<file path="config.mk">
export PLATFORM = sky130hd
export DESIGN_NAME = mix_word_decoder
export DESIGN_NICKNAME = d
export VERILOG_FILES = /design/src/rtl/mix_word_decoder.sv
export SDC_FILE = /design/constraint.sdc
export NUM_CORES = 1
export LEC_CHECK = 0
export ABC_AREA = 0
export BUFFER_PORTS_ARGS = -buffer_cell sky130_fd_sc_hd__buf_2
export CAP_MARGIN = 20
export CORE_UTILIZATION = 54
export DETAILED_ROUTE_END_ITERATION = 7
export PLACE_DENSITY_LB_ADDON = 0.12
export SLEW_MARGIN = 10
export SYNTH_ARGS = -nofsm -noshare
export SYNTH_HDL_FRONTEND = slang
export SYNTH_SLANG_ARGS = --single-unit
</file>
<file path="constraint.sdc">
create_clock -name clk -period 3.4 [get_ports clk]
set_input_delay 0 -clock clk [delete_from_list [all_inputs] [get_ports clk]]
set_output_delay 0 -clock clk [all_outputs]
set_load 0.05 [all_outputs]
</file>
<file path="src/rtl/mix_word_decoder.sv">
// Receive-side add/pass word decoder: recovers operand B from (mode, A, R),
// flags malformed frames and counts delivered errors behind a 2-stage valid/ready pipe.
module mix_word_decoder #(
  parameter int W     = 3,
  parameter int CNT_W = 8
) (
  input  logic             clk,
  input  logic             rst,
  input  logic             in_valid,
  output logic             in_ready,
  input  logic [1:0]       in_mode,
  input  logic [W-1:0]     in_key,
  input  logic [W:0]       in_word,
  output logic             out_valid,
  input  logic             out_ready,
  output logic [W-1:0]     out_data,
  output logic             out_err,
  input  logic             err_clr,
  output logic [CNT_W-1:0] err_count
);

  // stage 1: registered frame
  logic             s1_vld_q;
  logic             s1_sel_q;
  logic [W-1:0]     s1_key_q;
  logic [W:0]       s1_word_q;

  // stage 2: registered result
  logic             s2_vld_q;
  logic [W-1:0]     s2_data_q;
  logic             s2_err_q;

  logic [CNT_W-1:0] cnt_q, cnt_d;

  logic             s1_load, s2_load, s2_xfer;
  logic [W:0]       key_ext, diff;
  logic             borrow;
  logic [W-1:0]     dec_data;
  logic             dec_err;

  assign s2_xfer  = s2_vld_q & out_ready;
  assign s2_load  = s1_vld_q & (~s2_vld_q | out_ready);
  // the only combinational output path: out_ready -> in_ready
  assign in_ready = ~rst & (~s1_vld_q | s2_load);
  assign s1_load  = in_valid & in_ready;

  assign key_ext  = {1'b0, s1_key_q};
  assign diff     = s1_word_q - key_ext;
  assign borrow   = (s1_word_q < key_ext);

  always_comb begin
    dec_data = '0;
    dec_err  = 1'b0;
    if (s1_sel_q) begin
      dec_data = s1_word_q[W-1:0];
      dec_err  = s1_word_q[W];
    end else begin
      dec_data = diff[W-1:0];
      dec_err  = borrow | diff[W];
    end
  end

  always_ff @(posedge clk) begin
    if (rst) begin
      s1_vld_q  <= 1'b0;
      s1_sel_q  <= 1'b0;
      s1_key_q  <= '0;
      s1_word_q <= '0;
    end else if (s1_load) begin
      s1_vld_q  <= 1'b1;
      s1_sel_q  <= ~(in_mode[1] ^ in_mode[0]);
      s1_key_q  <= in_key;
      s1_word_q <= in_word;
    end else if (s2_load) begin
      s1_vld_q  <= 1'b0;
    end
  end

  // s2 holds its contents while stalled, so outputs stay stable under backpressure
  always_ff @(posedge clk) begin
    if (rst) begin
      s2_vld_q  <= 1'b0;
      s2_data_q <= '0;
      s2_err_q  <= 1'b0;
    end else if (s2_load) begin
      s2_vld_q  <= 1'b1;
      s2_data_q <= dec_data;
      s2_err_q  <= dec_err;
    end else if (s2_xfer) begin
      s2_vld_q  <= 1'b0;
    end
  end

  always_comb begin
    cnt_d = cnt_q;
    if (err_clr)
      cnt_d = '0;
    else if (s2_xfer && s2_err_q && (cnt_q != {CNT_W{1'b1}}))
      cnt_d = cnt_q + 1'b1;
  end

  always_ff @(posedge clk) begin
    if (rst) cnt_q <= '0;
    else     cnt_q <= cnt_d;
  end

  assign out_valid = s2_vld_q;
  assign out_data  = s2_data_q;
  assign out_err   = s2_err_q;
  assign err_count = cnt_q;

endmodule
</file>
### After elaboration in Yosys (flattened, before gate mapping)

Index checks and enable logic that the tools add are counted.

* register bits: 22
* latch bits: 0
* RAM bits: 0
* bits in read-only memories: 0
* bits of input ports: 14
* output and inout bits: 14
* word-level logic and storage cells: 35
* memories kept: 0

* add/subtract/negate cells: 2
* multiply operators: 0
* div/mod/pow operators: 0
* $lt $le $gt $ge: 1
* equal/unequal tests: 1
* shifts and indexed selects: 0
* multiplexer cells: 6
* bitwise logic cells: 12
* reductions and logical operators: 5

Operator list (number)
* $add 8x1->8 const B: 1
* $ne 8x8->1 const B: 1
* $mux 1: 5
* $and 1x1->1: 4
* $lt 4x3->1: 1
* $not 1->1: 4
* $reduce_bool 2->1: 2
* $sub 4x3->4: 1
* $mux 3: 1
* $or 1x1->1: 3
* $logic_and 1x1->1: 2
* $reduce_or 2->1: 1
* $xor 1x1->1: 1

### Longest topological paths before layout

Gate-level depths: netlist of the first run.

* depth after elaboration: 7
* depth in mapped cells: 8
* mapped depth without buffers: 8

### Worst setup path after synthesis of the first run

OpenSTA, ideal clock, no wires.

* path kind: register to register
* start: reg s2_vld_q, in the netlist out_valid
* end: reg cnt_q[5], in the netlist err_count[5]
* setup time: 70 ps
* arrival time: 1667 ps
* required time: 3330 ps
* slack: 1663 ps
* stages on the path, launching flop included: 5
* path buffers: 0
* period minus slack after synthesis: 1737 ps
* path through: dfxtp_1 > and3_2 > o21ai_2 > or4_1 > a21oi_1

* word-level cells in the longest chain between the ends: 3

Ends and longest elaborated chain
* start, declared: line 29 `logic s2_vld_q;`
* start signal, assigned: line 82 `s2_vld_q <= 1'b0;`
* start signal, assigned: line 86 `s2_vld_q <= 1'b1;`
* start signal, assigned: line 90 `s2_vld_q <= 1'b0;`
* $and 1x1->1: line 41 `assign s2_xfer = s2_vld_q & out_ready;`
* $logic_and 1x1->1 (2 in a row): line 98 `else if (s2_xfer && s2_err_q && (cnt_q != {CNT_W{1'b1}}))`
* end signal, assigned: line 104 `else cnt_q <= cnt_d;`
* end, declared: line 33 `logic [CNT_W-1:0] cnt_q, cnt_d;`

Every way passes these cells.
A chain may end at the register's enable or synchronous reset.

### Final worst setup path of the first run

* start: reg cnt_q[0], in the netlist err_count[0]
* end: reg cnt_q[5], in the netlist err_count[5]

* word-level cells in the longest chain between the ends: 2
* elaborated cells between the ends (all ways): 3
* classes of those cells: add/sub: 1; eq/ne: 1; reduce/logical: 1

Ends and longest elaborated chain
* parallel branches: the longest is 2 deep, another holds $add 8x1->8

Parallel ways; which one is timed is not known.

==> metrics.yaml, run 1 <==
worst_hold_path:
  worst_hold_path_type: "input pin to register"
  hold_path_depth: 4
clock_tree:
  ctsResizeCount: 0
  cts_root_buffer: "clkbuf_4"
  cts_setup_buffers: 0
  cts-buffers-inserted: 3
  clock_path_buffers: 2
  numClockSinks: 22
  cts.reportedPaths.clkPinSlew_ps: 110
  cts_tree: "built"
  htree_levels: 1
  clk_latency_ps: 300
synthesis:
  synth_top_area_cell: "dfxtp_1"
  syn_area_mm2: 0.001061
  synthTopCellsByCount: "dfxtp_1 (22), nor2_1 (13), inv_1 (8), nand2_1 (8), a21oi_1 (7)"
  yosys_warnings: 0
  synthArstFlopShare_pct: 0
  ys_types: 35
  yosys_most_used_dff: "dfxtp_1"
  yosysSeqAreaShare_pct: 41.51
  avgSynthCellArea_um2: 8.769
  synth_edf_count: 0
  postSynthCellCount: 121
  synthMostInstantiatedCell: "dfxtp_1"
  yosysTopAreaCellShare_pct: 41.51
  ys_ff_latch: 22
  synth_fp_nets: 140
  synthTopCellsByArea: "dfxtp_1 (42%), ha_1 (4.7%), nor2_1 (4.6%)"
placement:
  portBuffers: 27
  gp_congestion: 0.8433
  hpwl_um: 1546
  dp_worst_setup_slack_ps: 1822
final_layout:
  multi_input_area_um2: 574.3
  nNetsFinal: 178
  fillers: 143
  drive_above_1_share_pct: 21.02
  insertedDiodeCount: 0
  synthToLayoutAreaGrowth_pct: 25.71
  seq_area_um2: 440.4
power:
  p_int_uw: 353.2
  p_switching_uw: 134.6
  power_frac_comb_pct: 19.6
  ir_drop_v: 0.0002441
  powerDensity_mw_per_mm2: 365.7
  pwr-share-seq_pct: 57.3
  swShare_pct: 27.59
  pwr-share-clk_pct: 23.0
  p_leak_nw: 0.5771
outcome:
  status: "finished clean"
drt:
  finalWirelength_um: 2166
  vias: 958
  ant_nets: 0
  drt_iter0_markers: 6
  drc: 0
  wl_per_cell_um: 11.90
  via_per_inst: 5.264
  drt_pass1_iterations: 4
sta:
  max_slew_margin_pct: 72.25
  hold_violations: 0
  fin_skew_ps: 7.734
  fin_ws_ps: 1791
  maxClockFrequency_mhz: 621.5
  period_share_pct: 47.32
  rsz0062_at_grt: "no"
  fin_crit_ps: 1609
  tightestPinTransition_ps: 416.3
  setup_viol: 0
  finalSetupTns_ps: 0
  drv_slew: 0
setup_path:
  required_ps: 3630
  critPathMaxFanout: 7
  worst_setup_path_end_kind: "register"
  slowest_stage: "or4_1"
  reg2regPathDepth: 5
  cp-start-kind: "register"
  cp_num_cells: 5
  worstSetupPathType: "register to register"
  path_cells: "ha_1 > nand3_1 > o21ai_2 > or4_1 > a21oi_1"
  critical-path-top-delay-family: "simple AND/OR/NAND/NOR gates"
  slowest_delay_ps: 520
  arrival_ps: 1840
  cp_num_buf_inv: 0
job:
  max-cap-violations: 0
grt:
  grt_pass1_wl_um: 3401
  overflow: 0
  antenna_found_initial: 0
  grt_max_degree: 18
  grtUsageTotal_pct: 22.68
  grt_pass1_vias: 826
floorplanning:
  core-area_mm2: 0.001783
  io_pins: 28
  floorplan.rows: 15
  initial_core_util_pct: 59.51
  floorplan.die.width_um: 46.33
  die_h_um: 46.33
  die_area_mm2: 0.002146
-- metal layers --
layer	vias to the layer above	GRT usage, %	share of wire, %
li1	494	-	-
met1	437	26.25	45
met2	22	40.00	50
met3	5	3.529	2.8
met4	0	10.59	1.7
met5	-	0	0
-- registers in the layout, indices dropped and copies added (netlist names) --
name,cells
err_count,8
s1_key_q,3
out_err,1
out_valid,1
s1_word_q,4
s1_vld_q,1
s1_sel_q,1
out_data,3
-- through the flow --
step / power [mW] / std cells / util, % / hold slack (ps) / area (µm²)
6_report: 0.4878 / 182 / 74.81 / 31.70 / 1334
5_1_grt: 0.5161 / 182 / 74.81 / 33.88 / 1334
4_1_cts: 0.4934 / 182 / 74.81 / 25.49 / 1334
3_3_place_gp: 0.3661 / 169 / 67.93 / 205.1 / 1211
2_1_floorplan: 0.3465 / 121 / - / 117.4 / 1061
3_5_place_dp: 0.3704 / 169 / 67.93 / 212.6 / 1211
-- placed cells by master (no fill, tap or decap), types with 4 or more instances in the layout --
| cell type | instances |
|---|---|
| o21ai_1 | 4 |
| o21ai_0 | 4 |
| nand3b_1 | 4 |
| xor2_1 | 4 |
| mux2_1 | 4 |
| nand3_1 | 4 |
| dlygate4sd3_1 | 10 |
| ha_1 | 4 |
| nor2_1 | 13 |
| nand2_1 | 8 |
| dfxtp_1 | 22 |
| inv_1 | 8 |
| buf_2 | 27 |
| a21oi_1 | 7 |
-- worst paths after layout --
check | startpoint | end | slack [ps]
setup / recovery | err_count[0]$_SDFFE_PP0P_ | err_count[5]$_SDFFE_PP0P_ | 1790
hold / removal | out_ready | out_valid$_SDFFE_PP0P_ | 30
setup reg to reg | err_count[0]$_SDFFE_PP0P_ | err_count[5]$_SDFFE_PP0P_ | 1790
hold reg to reg | out_data[0]$_SDFFE_PP0P_ | out_data[0]$_SDFFE_PP0P_ | 480
-- area by class of cell --
type | instances | share of cell area [%]
well taps | 25 | 2.345
repair buffers | 37 | 17.64
clock buffers | 3 | 1.689
inverters | 8 | 2.251
flip-flops and latches | 22 | 33.02
multi-input cells | 87 | 43.06
-- worst register-to-register path: stages, from the launching register on --
cell,delay (ps)
dfxtp_1,360
ha_1,240
nand3_1,150
o21ai_2,130
or4_1,520
a21oi_1,160
-- logic make-up after synthesis --
| group | Yosys count | share of synthesized area [%] |
|---|---|---|
| AO/OA/AOI/OAI | 25 | 14.39 |
| XOR/XNOR | 6 | 4.953 |
| adder cells (fa/ha/maj) | 5 | 6.604 |
| buffers and inverters | 12 | 4.363 |
| flip-flops | 22 | 41.51 |
| multiplexers | 6 | 6.132 |
| AND/OR/NAND/NOR | 45 | 22.05 |
-- power by group through the flow --
stage / Clock, mW / Combinational (mW) / Sequential (mW)
after global placement: 0 / 0.0814 / 0.285
final: 0.112 / 0.0958 / 0.280
after CTS: 0.119 / 0.0950 / 0.280
after global routing: 0.130 / 0.105 / 0.281
after detailed placement: 0 / 0.0849 / 0.285
after floorplan: 0 / 0.0481 / 0.298
-- what timing repair did --
item,in CTS,in global routing
setup endpoints to repair,0,0
hold buffers,10,0
endpoints found under the hold margin,9,0
No activity file was read; power rests on OpenSTA's default activity.
==> inputs of run 2 (changes only) <==
Settings changed: CORE_UTILIZATION 54 to 50.
Clock period 3.4 ns to 1.5 ns, I/O delays scaled along.
==> run 2 against run 1 <==
- clock skew is 5.9 ps lower
- via count up 3.3%
- sequential power is 130% higher
- flip-flop and latch count unchanged
==> metrics.yaml, run 2 (synthesis gave the netlist of run 1 again) <==
power:
  powerDensity_mw_per_mm2: 783.1
  ir_drop_v: 0.0005612
  p_total_mw: 1.147
  p_leak_nw: 0.6064
setup_path:
  slowest_delay_ps: 350
  required_ps: 1700
  cp-start-kind: "register"
  arrival_ps: 1660
  slowest_stage: "dfxtp_2"
  critPathMaxFanout: 2
  worst_setup_path_end_kind: "register"
  critical-path-top-delay-family: "adder cells"
  cpMostUsedCell: "inv_2"
  path_cells: "inv_2 > ha_4 > inv_2 > fa_2 > xnor2_1 > o21ai_1 > mux2i_1 > nor2_1"
  worstSetupPathType: "register to register"
  cp_num_buf_inv: 2
clock_tree:
  cts_root_buffer: "clkbuf_4"
  cts_tree: "built"
  htree_levels: 1
  cts.reportedPaths.clkPinSlew_ps: 120
  cts-buffers-inserted: 3
  clk_latency_ps: 300
  numClockSinks: 22
  clock_path_buffers: 2
sta:
  fin_ws_ps: 45.02
  setup_viol: 0
  fin_skew_ps: 1.820
  fin_crit_ps: 1455
  max_slew_margin_pct: 81.97
  hold_violations: 0
  drv_slew: 0
  tightestPinTransition_ps: 270.4
  period_share_pct: 97.00
  maxClockFrequency_mhz: 687.3
placement:
  hpwl_um: 1460
  dp_worst_setup_slack_ps: -26.44
  portBuffers: 27
  gp_congestion: 0.7325
  dp.cells: 174
final_layout:
  fillers: 148
  nNetsFinal: 183
  drive_above_1_share_pct: 35.58
  post-route-util_pct: 73.93
  final_common_cell: "buf_2"
  insertedDiodeCount: 0
  final_cells: 190
  largest_reg_flops: 8
  synthToLayoutAreaGrowth_pct: 38.09
  final_cell_mix: "buf_2 (27), nor2_1 (13), dfxtp_1 (11), dlygate4sd3_1 (11), nand2_1 (8)"
drt:
  drt_pass1_iterations: 4
  wl_per_cell_um: 12.03
  vias: 990
  via_per_inst: 5.211
  drc: 0
  drt_iter0_markers: 17
  finalWirelength_um: 2286
  ant_nets: 0
grt:
  grt_max_degree: 18
  grt_pass1_wl_um: 3450
  overflow: 0
  antenna_found_initial: 0
  grt_pass1_vias: 829
  grtUsageTotal_pct: 21.65
floorplanning:
  io_pins: 28
  floorplan.rows: 16
  floorplan.die.width_um: 48.07
  die_area_mm2: 0.002310
  initial_core_util_pct: 53.54
  core-area_mm2: 0.001982
  die_h_um: 48.07
worst_hold_path:
  worst_hold_path_type: "input pin to register"
outcome:
  status: "finished clean"
job:
  max-cap-violations: 0
[run 2: cell count changes in the layout (fill, tap and decap cells not counted), moves of 2 or more]
cell     previous run  this run
buf_4               0         4
dfxtp_1            22        11
inv_1               8         6
ha_4                0         2
ha_1                4         2
inv_2               0         2
dfxtp_4             0         4
dfxtp_2             0         7
[run 2: cell type report]
| cell class | count | area, µm² | share of cell area, % |
|---|---|---|---|
| Clock buffer | 4 | 26.28 | 1.793 |
| Timing Repair Buffer | 42 | 275.3 | 18.79 |
| Inverter | 8 | 30.03 | 2.050 |
| Sequential cell | 22 | 464.2 | 31.68 |
| Multi-Input combinational cell | 87 | 635.6 | 43.38 |
| Tap cell | 27 | 33.78 | 2.306 |
[run 2: final timing paths]
| kind | from | to | slack (ps) | depth (start not counted) |
|---|---|---|---|---|
| setup reg to reg | s1_word_q[0]$_SDFFE_PP0P_ | out_data[2]$_SDFFE_PP0P_ | 50 | 8 |
| setup / recovery | s1_word_q[0]$_SDFFE_PP0P_ | out_data[2]$_SDFFE_PP0P_ | 50 | 8 |
| hold reg to reg | out_data[0]$_SDFFE_PP0P_ | out_data[0]$_SDFFE_PP0P_ | 470 | 2 |
| hold / removal | rst | out_valid$_SDFFE_PP0P_ | 30 | 2 |
[run 2: power breakdown]
group          leakage (nW)  internal, mW  total, mW  switching, mW
clock network        0.0150         0.104      0.284          0.180
logic                 0.405         0.105      0.231          0.126
registers             0.186         0.609      0.633         0.0238
total                 0.606         0.817       1.15          0.330
[run 2: layer usage]
layer	track usage (%)	share of wire [%]	up-vias
met3	4.528	3.9	2
met5	0	0	-
li1	-	-	507
met1	29.12	49	454
met2	34.59	47	27
met4	6.667	0.48	0
[run 2: what timing repair did]
| item | CTS | global route |
|---|---|---|
| endpoints found under the hold margin | 10 | 0 |
| endpoints found under the setup margin | 1 | 9 |
| pin swaps | 0 | 4 |
| gates resized for setup | 1 | 14 |
| hold buffers | 11 | 0 |
| setup buffers | 0 | 1 |
[run 2: per-stage QoR]
stage	hold slack, ps	setup TNS (ps)	area, µm²
after CTS	16.74	0	1404
after global routing	25.46	-65.20	1465
after floorplan	117.4	0	1090
after global placement	203.9	0	1265
final	32.36	0	1465
after detailed placement	212.8	-26.44	1265
